File: src/rtl/hex4_scan_drv_if.sv
// Port bundle for hex4_scan_drv: display value/strobe inputs and scan outputs.
// master = the side supplying en/load/val_in; slave = the scan driver itself.
interface hex4_scan_drv_if;
  logic        en;
  logic        load;
  logic [15:0] val_in;
  logic [3:0]  digit_o;
  logic [3:0]  an_o;
  logic        frame_o;

  modport master (
    output en,
    output load,
    output val_in,
    input  digit_o,
    input  an_o,
    input  frame_o
  );

  modport slave (
    input  en,
    input  load,
    input  val_in,
    output digit_o,
    output an_o,
    output frame_o
  );
endinterface

File: src/rtl/hex4_scan_drv.sv
// Four-digit seven-segment scan driver: double-buffered 16-bit value, per-slot dead time.
// Optional macro HEX4_LEADING_ZERO_BLANK_EN suppresses leading-zero digits (slots 1..3).
module hex4_scan_drv #(
  parameter int unsigned SCAN_DIV  = 50000,
  parameter int unsigned BLANK_CYC = 8
) (
  input  logic                  clk,
  input  logic                  rst_n,
  hex4_scan_drv_if.slave        bus
);

  localparam int unsigned CW = (SCAN_DIV > 1) ? $clog2(SCAN_DIV) : 1;
  localparam logic [CW-1:0] DIV_LAST   = CW'(SCAN_DIV - 1);
  localparam logic [CW-1:0] BLANK_INIT = CW'(BLANK_CYC);

  logic [CW-1:0] cnt_q,        cnt_d;
  logic [CW-1:0] blank_q,      blank_d;
  logic [1:0]    idx_q,        idx_d;
  logic [15:0]   pend_q,       pend_d;
  logic          pend_valid_q, pend_valid_d;
  logic [15:0]   active_q,     active_d;
  logic [3:0]    digit_q,      digit_d;
  logic [3:0]    an_q,         an_d;
  logic          frame_q,      frame_d;

  logic          tick;
  logic [1:0]    idx_nx;
  logic          lz_sup;

  always_comb begin
    tick         = (cnt_q == DIV_LAST);
    idx_nx       = idx_q + 2'd1;
    cnt_d        = tick ? '0 : cnt_q + 1'b1;
    idx_d        = idx_q;
    blank_d      = blank_q;
    pend_d       = pend_q;
    pend_valid_d = pend_valid_q;
    active_d     = active_q;
    digit_d      = digit_q;
    frame_d      = 1'b0;

    if (tick) begin
      idx_d   = idx_nx;
      blank_d = BLANK_INIT;
      frame_d = (idx_nx == 2'd0);
      // Commit reads the pre-edge pending value; a same-edge load refills it below.
      if ((idx_nx == 2'd0) && pend_valid_q) begin
        active_d     = pend_q;
        pend_valid_d = 1'b0;
      end
      digit_d = active_d[{idx_nx, 2'b00} +: 4];
    end else if (blank_q != '0) begin
      blank_d = blank_q - 1'b1;
    end

    if (bus.load) begin
      pend_d       = bus.val_in;
      pend_valid_d = 1'b1;
    end
  end

`ifdef HEX4_LEADING_ZERO_BLANK_EN
  always_comb begin
    lz_sup = 1'b0;
    case (idx_d)
      2'd1:    lz_sup = (active_d[15:4]  == '0);
      2'd2:    lz_sup = (active_d[15:8]  == '0);
      2'd3:    lz_sup = (active_d[15:12] == '0);
      default: lz_sup = 1'b0;
    endcase
  end
`else
  assign lz_sup = 1'b0;
`endif

  // Enable is judged on the post-edge blank count so BLANK_CYC=0 lights on the tick edge.
  always_comb begin
    an_d = '0;
    if (bus.en && (blank_d == '0) && !lz_sup)
      an_d = 4'b0001 << idx_d;
  end

  always_ff @(posedge clk or negedge rst_n) begin
    if (!rst_n) begin
      cnt_q        <= '0;
      blank_q      <= BLANK_INIT;
      idx_q        <= '0;
      pend_q       <= '0;
      pend_valid_q <= 1'b0;
      active_q     <= '0;
      digit_q      <= '0;
      an_q         <= '0;
      frame_q      <= 1'b0;
    end else begin
      cnt_q        <= cnt_d;
      blank_q      <= blank_d;
      idx_q        <= idx_d;
      pend_q       <= pend_d;
      pend_valid_q <= pend_valid_d;
      active_q     <= active_d;
      digit_q      <= digit_d;
      an_q         <= an_d;
      frame_q      <= frame_d;
    end
  end

  assign bus.digit_o = digit_q;
  assign bus.an_o    = an_q;
  assign bus.frame_o = frame_q;

endmodule

File: src/flat_wrapper.sv
// flat-port wrapper written by rule: the top's interface ports become plain ports
module hex4_scan_drv_flat 
#(
  parameter int unsigned SCAN_DIV  = 50000,
  parameter int unsigned BLANK_CYC = 8
)
  (clk, rst_n, bus_en, bus_load, bus_val_in, bus_digit_o, bus_an_o, bus_frame_o);
  hex4_scan_drv_if bus_i ();
  input  logic clk;
  input  logic rst_n;
  input wire logic [$bits(bus_i.en)-1:0] bus_en;
  input wire logic [$bits(bus_i.load)-1:0] bus_load;
  input wire logic [$bits(bus_i.val_in)-1:0] bus_val_in;
  output wire logic [$bits(bus_i.digit_o)-1:0] bus_digit_o;
  output wire logic [$bits(bus_i.an_o)-1:0] bus_an_o;
  output wire logic [$bits(bus_i.frame_o)-1:0] bus_frame_o;
  assign bus_i.en = bus_en;
  assign bus_i.load = bus_load;
  assign bus_i.val_in = bus_val_in;
  assign bus_digit_o = bus_i.digit_o;
  assign bus_an_o = bus_i.an_o;
  assign bus_frame_o = bus_i.frame_o;
  hex4_scan_drv #(.SCAN_DIV(SCAN_DIV), .BLANK_CYC(BLANK_CYC)) u_core (.clk(clk), .rst_n(rst_n), .bus(bus_i));
endmodule
File: config.mk
export PLATFORM = sky130hd
export DESIGN_NAME = hex4_scan_drv_flat
export DESIGN_NICKNAME = d
export VERILOG_FILES = /design/src/rtl/hex4_scan_drv_if.sv /design/src/rtl/hex4_scan_drv.sv /design/src/flat_wrapper.sv
export SDC_FILE = /design/constraint.sdc
export NUM_CORES = 1
export LEC_CHECK = 0
export ABC_AREA = 1
export ABC_CLOCK_PERIOD_IN_PS = 2300
export CAP_MARGIN = 0
export CORE_MARGIN = 5
export CORE_UTILIZATION = 60
export CTS_BUF_LIST = sky130_fd_sc_hd__clkbuf_8
export DETAILED_ROUTE_END_ITERATION = 8
export PLACE_DENSITY = 0.81
export SYNTH_ARGS = -nofsm -noshare
export SYNTH_HDL_FRONTEND = slang
export SYNTH_SLANG_ARGS = --single-unit
File: constraint.sdc
create_clock -name clk -period 2.3 [get_ports clk]
set_input_delay 0.345 -clock clk [delete_from_list [all_inputs] [get_ports clk]]
set_output_delay 0.345 -clock clk [all_outputs]
set_load 0.02 [all_outputs]
# Word-level counts from Yosys, hierarchy flattened
# Cells that the tools add are included.
dict set report totals {
  input_bits 20
  ff_bits 76
}
dict set report op_classes {
  mux 11
  n_addsub 3
  shifts 2
  n_reduce_logical 8
  n_eq_ne 1
}
# operator n
set op_table {}
lappend op_table {{$mux W16} 5}
lappend op_table {{$add A16 B1 Y16 const B} 1}
lappend op_table {{$eq A16 B16 Y1 const B} 1}
lappend op_table {{$logic_not A16 Y1} 1}
lappend op_table {{$reduce_bool A16 Y1} 1}
lappend op_table {{$shiftx A16 B5 Y4} 1}
lappend op_table {{$sub A16 B1 Y16 const B} 1}
lappend op_table {{$mux W1} 4}
lappend op_table {{$mux W4} 1}
lappend op_table {{$reduce_bool A2 Y1} 2}
lappend op_table {{$shl A1 B2 Y4 const A} 1}
lappend op_table {{$add A2 B1 Y2 const B} 1}
lappend op_table {{$logic_and A1 B1 Y1} 2}
lappend op_table {{$logic_not A2 Y1} 1}
lappend op_table {{$mux W2} 1}
lappend op_table {{$reduce_and A2 Y1} 1}

# Logic depth before layout (Yosys ltp)
# Gate-level depths: netlist of the first run.
dict set report depth {
  word_depth 6
  ltp_mapped 13
  mapped_depth_nobuf 12
}

# Worst setup path before layout of the first run
# Ideal clock, no wire load.
dict set report synth_path {
  path_kind {flip-flop to flip-flop}
  startpoint {register u_core.cnt_q[0]}
  endpoint {register u_core.an_q[3], in the netlist u_core.bus.an_o[3]}
  setup_ns 0.086
  synth_period_minus_slack_ns 1.633
  setup_slack_ns 0.667
  stages_incl_launch_ff 14
  arrival_time_ns 1.547
  required_ns 2.214
  n_path_buf 1
  path_cell_list {dfrtp_1 > ha_1 > nand2_1 > nor2_4 > inv_2 > nor2_4 > nand2_4 > inv_2 > buf_4 > nand2_1 > o21ai_1 > inv_1 > nand2_1 > nor3_1}
}
dict set report synth_via {
  elab_cells_between_ends 7
  classes_between {eq/ne (1); shift (1); mux (3); reduce/logical (2)}
}
# element line
set synth_lines {}
lappend synth_lines {{from (decl)} hex4_scan_drv.sv:16} ;# logic [CW-1:0] cnt_q, cnt_d;
lappend synth_lines {{from (signal assigned)} hex4_scan_drv.sv:95} ;# cnt_q <= cnt_d;
lappend synth_lines {{$eq A16 B16 Y1} hex4_scan_drv.sv:31} ;# tick = (cnt_q == DIV_LAST);
lappend synth_lines {{$mux W2} hex4_scan_drv.sv:42} ;# if (tick) begin
lappend synth_lines {{named net u_core.idx_d[1]} hex4_scan_drv.sv:18} ;# logic [1:0] idx_q, idx_d;
lappend synth_lines {{$shl A1 B2 Y4} hex4_scan_drv.sv:80} ;# an_d = 4'b0001 << idx_d;
lappend synth_lines {{$mux W4} hex4_scan_drv.sv:79} ;# if (bus.en && (blank_d == '0) && !lz_sup)
lappend synth_lines {{named net u_core.an_d[3]} hex4_scan_drv.sv:23} ;# logic [3:0] an_q, an_d;
lappend synth_lines {{to (signal assigned)} hex4_scan_drv.sv:102} ;# an_q <= an_d;
lappend synth_lines {{to (decl)} hex4_scan_drv.sv:23}
# The timed path passes the listed nets, and every way through them passes these cells.
# A chain may end at the register's enable or synchronous reset.

# Worst setup path in the final report of the first run
dict set report layout_path {
  startpoint {register u_core.cnt_q[0]}
  endpoint {register u_core.an_q[2], in the netlist u_core.bus.an_o[2]}
}
# The elaborated chain is that of the path after synthesis.

==> summary.txt, run 1 <==
Flow run
  – Max-Cap Viols: 0

STA
  – Slew margin rel.: 0.663
  – Fin. Hold Viols: 0
  – Fmax: slightly below 500 MHz
  – Worst-Margin Slew: 0.500 ns
  – Period Utilization, post-route: 0.884
  – Setup TNS: 0 ns
  – Min cycle time layout: a little over 2 ns
  – Final setup fails: 0
  – RSZ-0062 raised after global routing: false
  – Worst Skew: approximately 0.0056 ns
  – Final slew viol count: 0

Critical path
  – Slowest CP cell: dfrtp_1
  – Setup crit start kind: flip-flop
  – CP Class: flip-flop to flip-flop
  – WP data arrival: approximately 2.3 ns
  – Critical-path maximum fanout: 34
  – R2R setup slack: about 0.27 ns
  – Worst R2R Start: u_core.cnt_q[0]
  – Crit-path most repeated cell: nand2_1
  – Worst R2R Path Depth: 12
  – Crit path max-delay family: simple AND/OR/NAND/NOR gates
  – Worst EP required: between 2 and 3 ns
  – Worst Setup End Kind: flip-flop
  – Worst path cell trace: ha_1 -> nand2_1 -> nor2_4 -> inv_2 -> nor2_4 -> nand2_4 -> inv_2 -> nand2_1 -> o21ai_1 -> inv_1 -> nand2_1 -> nor3_1
  – Largest stage delay, worst path: about 0.40 ns
  – Buffers and inverters on the worst path: 3
  – Reg2Reg Capture Point: u_core.bus.an_o[2]

Route
  – Wirelength per Cell: about 13 um
  – Via Count: ~3,300
  – First-pass DRT Iterations: 4
  – Final ANT Viol Nets: 0
  – Vias per cell: between 5 and 6
  – Total wire length: around 8200 um
  – DR iter-0 viols: approximately 160
  – DR DRC count: 0

Die
  – Std cell rows: 29
  – Die X: ~90 um
  – Starting Density: 0.613
  – DIE HEIGHT: roughly 90 um
  – Die Area: between 8000 and 9000 um^2
  – Core box area: approximately 6300 um^2
  – Top Ports: 29

GRT
  – Initial antenna violation count: 0
  – Vias in the first global route: ~3,200
  – Pin count of the biggest net entering global routing: a little over 40
  – First-pass GRT wire length: between 10,000 and 15,000 um
  – GRT Overall Usage: 0.210
  – Total gr overflow: 0

Layout
  – Fin area: 4450 um^2
  – P&R area growth vs syn: 15.0%
  – Fillers: 507
  – Register Area: roughly 1900 um^2
  – Antenna diodes: 0
  – Share of layout cells above drive strength 1: 0.0724
  – Post-Layout Cell Count: roughly 620
  – Nets: about 560
  – Multi-input gate area: between 1500 and 2000 um^2
  – Fin util: 0.705

Clock network
  – Worst-skew pair later-pin latency: roughly 0.35 ns
  – Clock tree buffer depth: 2
  – # H-tree levels: 3
  – Clock sinks: 76
  – Clock transition at path regs: approximately 0.08 ns
  – Hold Buf Count CTS: 1
  – Post-CTS Setup Bufs: 0
  – Post-CTS Resized: 0
  – TritonCTS clock tree: done
  – CTS Buf Count: 9
  – Root Driver: clkbuf_8

Logic synthesis
  – Synth Register Bits: between 70 and 80
  – Syn_nets: ~530
  – Mapped Area: between 3000 and 4000 um^2
  – Post-synthesis sequential area ratio: 0.492
  – Mean Syn Cell Area: around 7.7 um^2
  – Yosys cell types: 30
  – Warnings, synthesis: 0
  – Cells after Synth: 504

Placed design
  – Placed Cells: 599
  – Final HPWL DP: about 5700 um
  – Number of I/O port buffers: 28
  – RD Place Congestion: 0.924
  – DP Area: ~4200 um^2

Power
  – Worst VDD drop: between 0.0003 and 0.0004 V
  – Power Total: ~0.0026 W
  – Leak pwr: about 2.5 nW
  – Power per cell area: ~580 nW/um^2

Outcome
  – Status: complete, no violations

Min path
  – Hold Path Depth: 1
  – HP Start: u_core.cnt_q[0]
  – Endpoint, Worst Hold: u_core.cnt_q[0]
  – Tightest Hold Check Type: flip-flop to flip-flop
==> placed cells by master (no fill, tap or decap), drive strengths merged <==
master	count
nand2	137
dfrtp	75
inv	75
nor2	69
o21ai	41
nand3	36
clkdlybuf4s50	27
a21oi	15
clkbuf	10
xor2	9
nor3	8
a31oi	6
buf	5
nand4	4
ha	4
nor4	3
nand3b	3
clkinv	3
o211ai	2
mux2i	2
bufinv	2
and3	1
dlygate4sd3	1
dfstp	1
==> flip-flops by register name (all words and copies together) (netlist names) <==
register	count
u_core.bus.frame_o	1
u_core.cnt_q	16
u_core.active_q	16
u_core.pend_q	16
u_core.idx_q	2
u_core.bus.an_o	4
u_core.pend_valid_q	1
u_core.bus.digit_o	4
u_core.blank_q	16
==> Yosys cell counts <==
cell | n | area share
a21oi_1 | 15 | 0.019
a31oi_1 | 6 | 0.0097
and3_1 | 1 | 0.0016
buf_2 | 2 | 0.0026
buf_4 | 1 | 0.0019
buf_6 | 2 | 0.0058
clkbuf_1 | 9 | 0.0087
dfrtp_1 | 75 | 0.49
dfstp_2 | 1 | 0.0068
ha_1 | 4 | 0.013
inv_1 | 70 | 0.068
inv_2 | 4 | 0.0039
mux2i_1 | 2 | 0.0052
nand2_1 | 133 | 0.13
nand2_2 | 3 | 0.0049
nand2_4 | 1 | 0.0029
nand3_1 | 35 | 0.045
nand3_2 | 1 | 0.0026
nand3b_1 | 3 | 0.0058
nand4_1 | 4 | 0.0065
nor2_1 | 61 | 0.059
nor2_2 | 4 | 0.0065
nor2_4 | 4 | 0.012
nor3_1 | 7 | 0.0091
nor3_2 | 1 | 0.0026
nor4_1 | 3 | 0.0049
o211ai_1 | 2 | 0.0039
o21ai_0 | 40 | 0.052
o21ai_1 | 1 | 0.0013
xor2_1 | 9 | 0.020
==> worst max-delay path by stage <==
stage / startpoint / end / slack (ns) / depth (start not counted)
finish: u_core.cnt_q[0] / u_core.bus.an_o[2] / 0.27 / 12
global route: u_core.cnt_q[0] / u_core.bus.an_o[1] / 0.04 / 11
CTS: u_core.cnt_q[0] / u_core.bus.an_o[2] / 0.25 / 12
detailed placement: u_core.cnt_q[0] / u_core.bus.an_o[2] / 0.27 / 12
global placement: u_core.cnt_q[0] / u_core.bus.an_o[3] / 0.38 / 12
floorplan: u_core.cnt_q[0] / u_core.bus.an_o[3] / 0.67 / 13
==> logic make-up after synthesis <==
logic type               count (synthesis)  synth area share
AND/OR/NAND/NOR                        261             0.292
buffers and inverters                   88            0.0909
flip-flops                              76             0.492
AO/OA/AOI/OAI                           64            0.0861
XOR/XNOR                                 9            0.0204
adder cells (fa/ha/maj)                  4            0.0129
multiplexers                             2           0.00518
==> worst reg2reg max path, cell delays in order, from the launching register on <==
cell     delay, ns
dfrtp_1       0.40
ha_1          0.23
nand2_1       0.11
nor2_4        0.05
inv_2         0.09
nor2_4        0.05
nand2_4       0.30
inv_2         0.19
nand2_1       0.09
o21ai_1       0.10
inv_1         0.10
nand2_1       0.07
nor3_1        0.19
==> cell type report <==
class / instances / area share
Clock buffer: 10 / 0.0309
Inverter: 74 / 0.0624
Timing Repair Buffer: 33 / 0.0771
Multi-Input combinational cell: 340 / 0.362
Clock inverter: 6 / 0.0177
Sequential cell: 76 / 0.428
Tap cell: 77 / 0.0217
==> power by group <==
part	switching, W	total, W	internal, W
registers	0.00000759	0.00137	0.00136
clock network	0.000484	0.00111	0.000631
logic	0.0000609	0.000108	0.0000473
total	0.000552	0.00259	0.00204
==> through the flow <==
stage	hold WS [ns]	setup WS [ns]
after floorplan	0.0494	0.667
after global placement	0.337	0.383
after detailed placement	0.344	0.271
after CTS	0.464	0.249
after global routing	0.501	0.0355
final	0.461	0.267
==> metal layers <==
layer  up-vias  global-route usage  wire length [um]
li1       1646                   -                 -
met1      1559               0.256              3570
met2        96               0.362              4020
met3        19              0.0367               382
met4         0              0.0980               201
met5         -                   0                 0
Note: power is estimated with default switching activity, not from simulation.
==> inputs of run 2 (changes only) <==
==> constraint.sdc (replaced) <==
create_clock -name clk -period 2.3 [get_ports clk]
set_input_delay 0.345 -clock clk [delete_from_list [all_inputs] [get_ports clk]]
set_output_delay 0.345 -clock clk [all_outputs]
set_load 0.01 [all_outputs]
==> results of run 2 <==
Same layout as run 1 (identical final DEF). Status: complete, no violations.
==> inputs of run 3 (changes only) <==
ABC_CLOCK_PERIOD_IN_PS = 1750   (was 2300)
CORE_UTILIZATION = 55   (was 60)
GPL_TIMING_DRIVEN = 0   (was not set)
PLACE_DENSITY = 0.79   (was 0.81)
clock period = 1.75 ns   (was 2.3 ns; I/O delays follow)
==> summary.txt, run 3 (synthesized netlist as in run 1, its figures left out) <==
Critical path
  – Worst R2R Path Depth: 12
  – Reg2Reg Capture Point: u_core.bus.an_o[2]
  – Worst Setup End Kind: flip-flop
  – CP Class: flip-flop to flip-flop
  – WP data arrival: between 2 and 2.5 ns
  – Critical-path maximum fanout: 6
  – Worst R2R Start: u_core.blank_q[1]
  – R2R setup slack: -0.20 ns
  – Worst EP required: about 2.0 ns
  – Setup crit start kind: flip-flop

Route
  – Wirelength per Cell: roughly 15 um
  – Vias per cell: about 5.5
  – First-pass DRT Iterations: 9
  – DR iter-0 viols: between 300 and 400
  – Final ANT Viol Nets: 0
  – DR DRC count: 0
  – Total wire length: approximately 10,000 um
  – Via Count: approximately 3,700

STA
  – Worst-Margin Slew: between 0.4 and 0.5 ns
  – Period Utilization, post-route: 1.11
  – RSZ-0062 raised after global routing: true
  – Final setup fails: 4
  – Worst Skew: between 0.008 and 0.009 ns
  – Fin. Hold Viols: 0
  – Slew margin rel.: 0.725
  – Fmax: roughly 510 MHz
  – Min cycle time layout: ~1.9 ns
  – Final slew viol count: 0
  – Worst Setup Slack, final: -0.197 ns

Die
  – DIE HEIGHT: around 94 um
  – Die Area: about 8800 um^2
  – Core box area: 6830 um^2
  – Std cell rows: 30
  – Starting Density: 0.566
  – Top Ports: 29
  – Die X: 93.9 um

Clock network
  – TritonCTS clock tree: done
  – CTS Buf Count: 9
  – Clock transition at path regs: around 0.080 ns
  – Worst-skew pair later-pin latency: approximately 0.36 ns
  – Clock sinks: between 70 and 80
  – # H-tree levels: 3
  – Clock tree buffer depth: 2
  – Root Driver: clkbuf_8

GRT
  – GRT Overall Usage: 0.221
  – First-pass GRT wire length: approximately 15,000 um
  – Total gr overflow: 0
  – Vias in the first global route: ~3,400
  – Pin count of the biggest net entering global routing: between 60 and 70
  – Initial antenna violation count: 0

Placed design
  – Final HPWL DP: a little over 6000 um
  – Placed Cells: between 600 and 700
  – RD Place Congestion: a little under 1
  – Number of I/O port buffers: 28

Outcome
  – Failing checks: setup timing
  – Status: finished with violations

Flow run
  – Max-Cap Viols: 0

Power
  – Worst VDD drop: around 0.00050 V
  – Power per cell area: 685 nW/um^2
  – Leak pwr: around 2.7 nW
  – Power Total: about 0.0034 W

Layout
  – Most frequent cells in the layout: nand2_1 (126), dfrtp_1 (72), inv_1 (67)
  – Share of layout cells above drive strength 1: 0.210
  – Nets: 590
  – Antenna diodes: 0
  – Most common cell after layout, fill and taps aside: nand2_1
  – Post-Layout Cell Count: ~670
  – P&R area growth vs syn: 29.9%

Min path
  – Tightest Hold Check Type: primary input to asynchronous set/reset pin
run 3: cell count changes in the layout (fill, tap and decap cells not counted), sizes merged:
cell / before / now
buf: 5 / 30
clkbuf: 10 / 17
clkinv: 3 / 4
inv: 75 / 74
run 3: timing repair:
| item | 4_1_cts | 5_1_grt |
|---|---|---|
| hold buffers | 1 | 0 |
| gates cloned | 1 | 1 |
| buffers inserted | 16 | 4 |
| pin swaps | 13 | 17 |
| hold endpoints to repair | 15 | 0 |
| resized for setup | 36 | 67 |
| setup endpoints to repair | 23 | 32 |
run 3: layout make-up:
type | count | area, um^2
Clock inverter | 6 | 78.8
Inverter | 74 | 290
Clock buffer | 10 | 138
Timing Repair Buffer | 52 | 538
Multi-Input combinational cell | 340 | 1850
Fill cell | 501 | 1810
Sequential cell | 76 | 1910
Tap cell | 96 | 120
Buffer | 13 | 100
run 3: layer usage:
| layer | vias to the layer above | part of all wire | global-route usage |
|---|---|---|---|
| met2 | 181 | 0.50 | 0.367 |
| met3 | 45 | 0.059 | 0.0321 |
| met1 | 1752 | 0.40 | 0.281 |
| met4 | 0 | 0.037 | 0.114 |
| met5 | - | 0 | 0 |
| li1 | 1706 | - | - |
run 3: metrics by stage:
stage / hold slack [ns] / setup slack [ns] / cell area (um^2) / setup TNS, ns / util
2_1_floorplan: -0.0331 / 0.117 / 3870 / 0 / -
3_3_place_gp: 0.439 / -2.12 / 4270 / -162.11 / 0.625
3_5_place_dp: 0.143 / -0.249 / 4290 / -2.47 / 0.628
4_1_cts: 0.306 / -0.0319 / 4780 / -0.0319 / 0.699
5_1_grt: 0.318 / -0.233 / 5020 / -1.40 / 0.735
6_report: 0.304 / -0.197 / 5020 / -0.780 / 0.735
run 3: worst max-delay path by stage:
stage	cells after the start	end	startpoint	slack, ns
CTS	12	u_core.bus.an_o[1]	u_core.cnt_q[1]	-0.03
detailed placement	11	u_core.bus.an_o[1]	u_core.cnt_q[0]	-0.25
global route	9	u_core.bus.an_o[1]	u_core.blank_q[7]	-0.23
global placement	1	u_core.pend_q[13]	rst_n	-2.12
finish	12	u_core.bus.an_o[2]	u_core.blank_q[1]	-0.20
floorplan	13	u_core.bus.an_o[3]	u_core.cnt_q[0]	0.12
run 3: critical path: stages (launching register included):
cell     delay [ns]
dfrtp_1        0.43
inv_2          0.12
ha_2           0.19
nand2_1        0.09
nor2_4         0.13
nand2_4        0.10
buf_4          0.15
nand2_1        0.08
nand3_1        0.14
nand3_1        0.13
nor2_2         0.06
nand2_2        0.14
nor3_2         0.05
run 3: where the power goes:
group          switching [W]  internal [W]  total, W  leakage (nW)
Sequential         0.0000107       0.00179   0.00180          1.01
Combinational      0.0000823     0.0000649  0.000147          1.53
Clock               0.000665      0.000830   0.00150         0.117
Total               0.000758       0.00268   0.00344          2.65
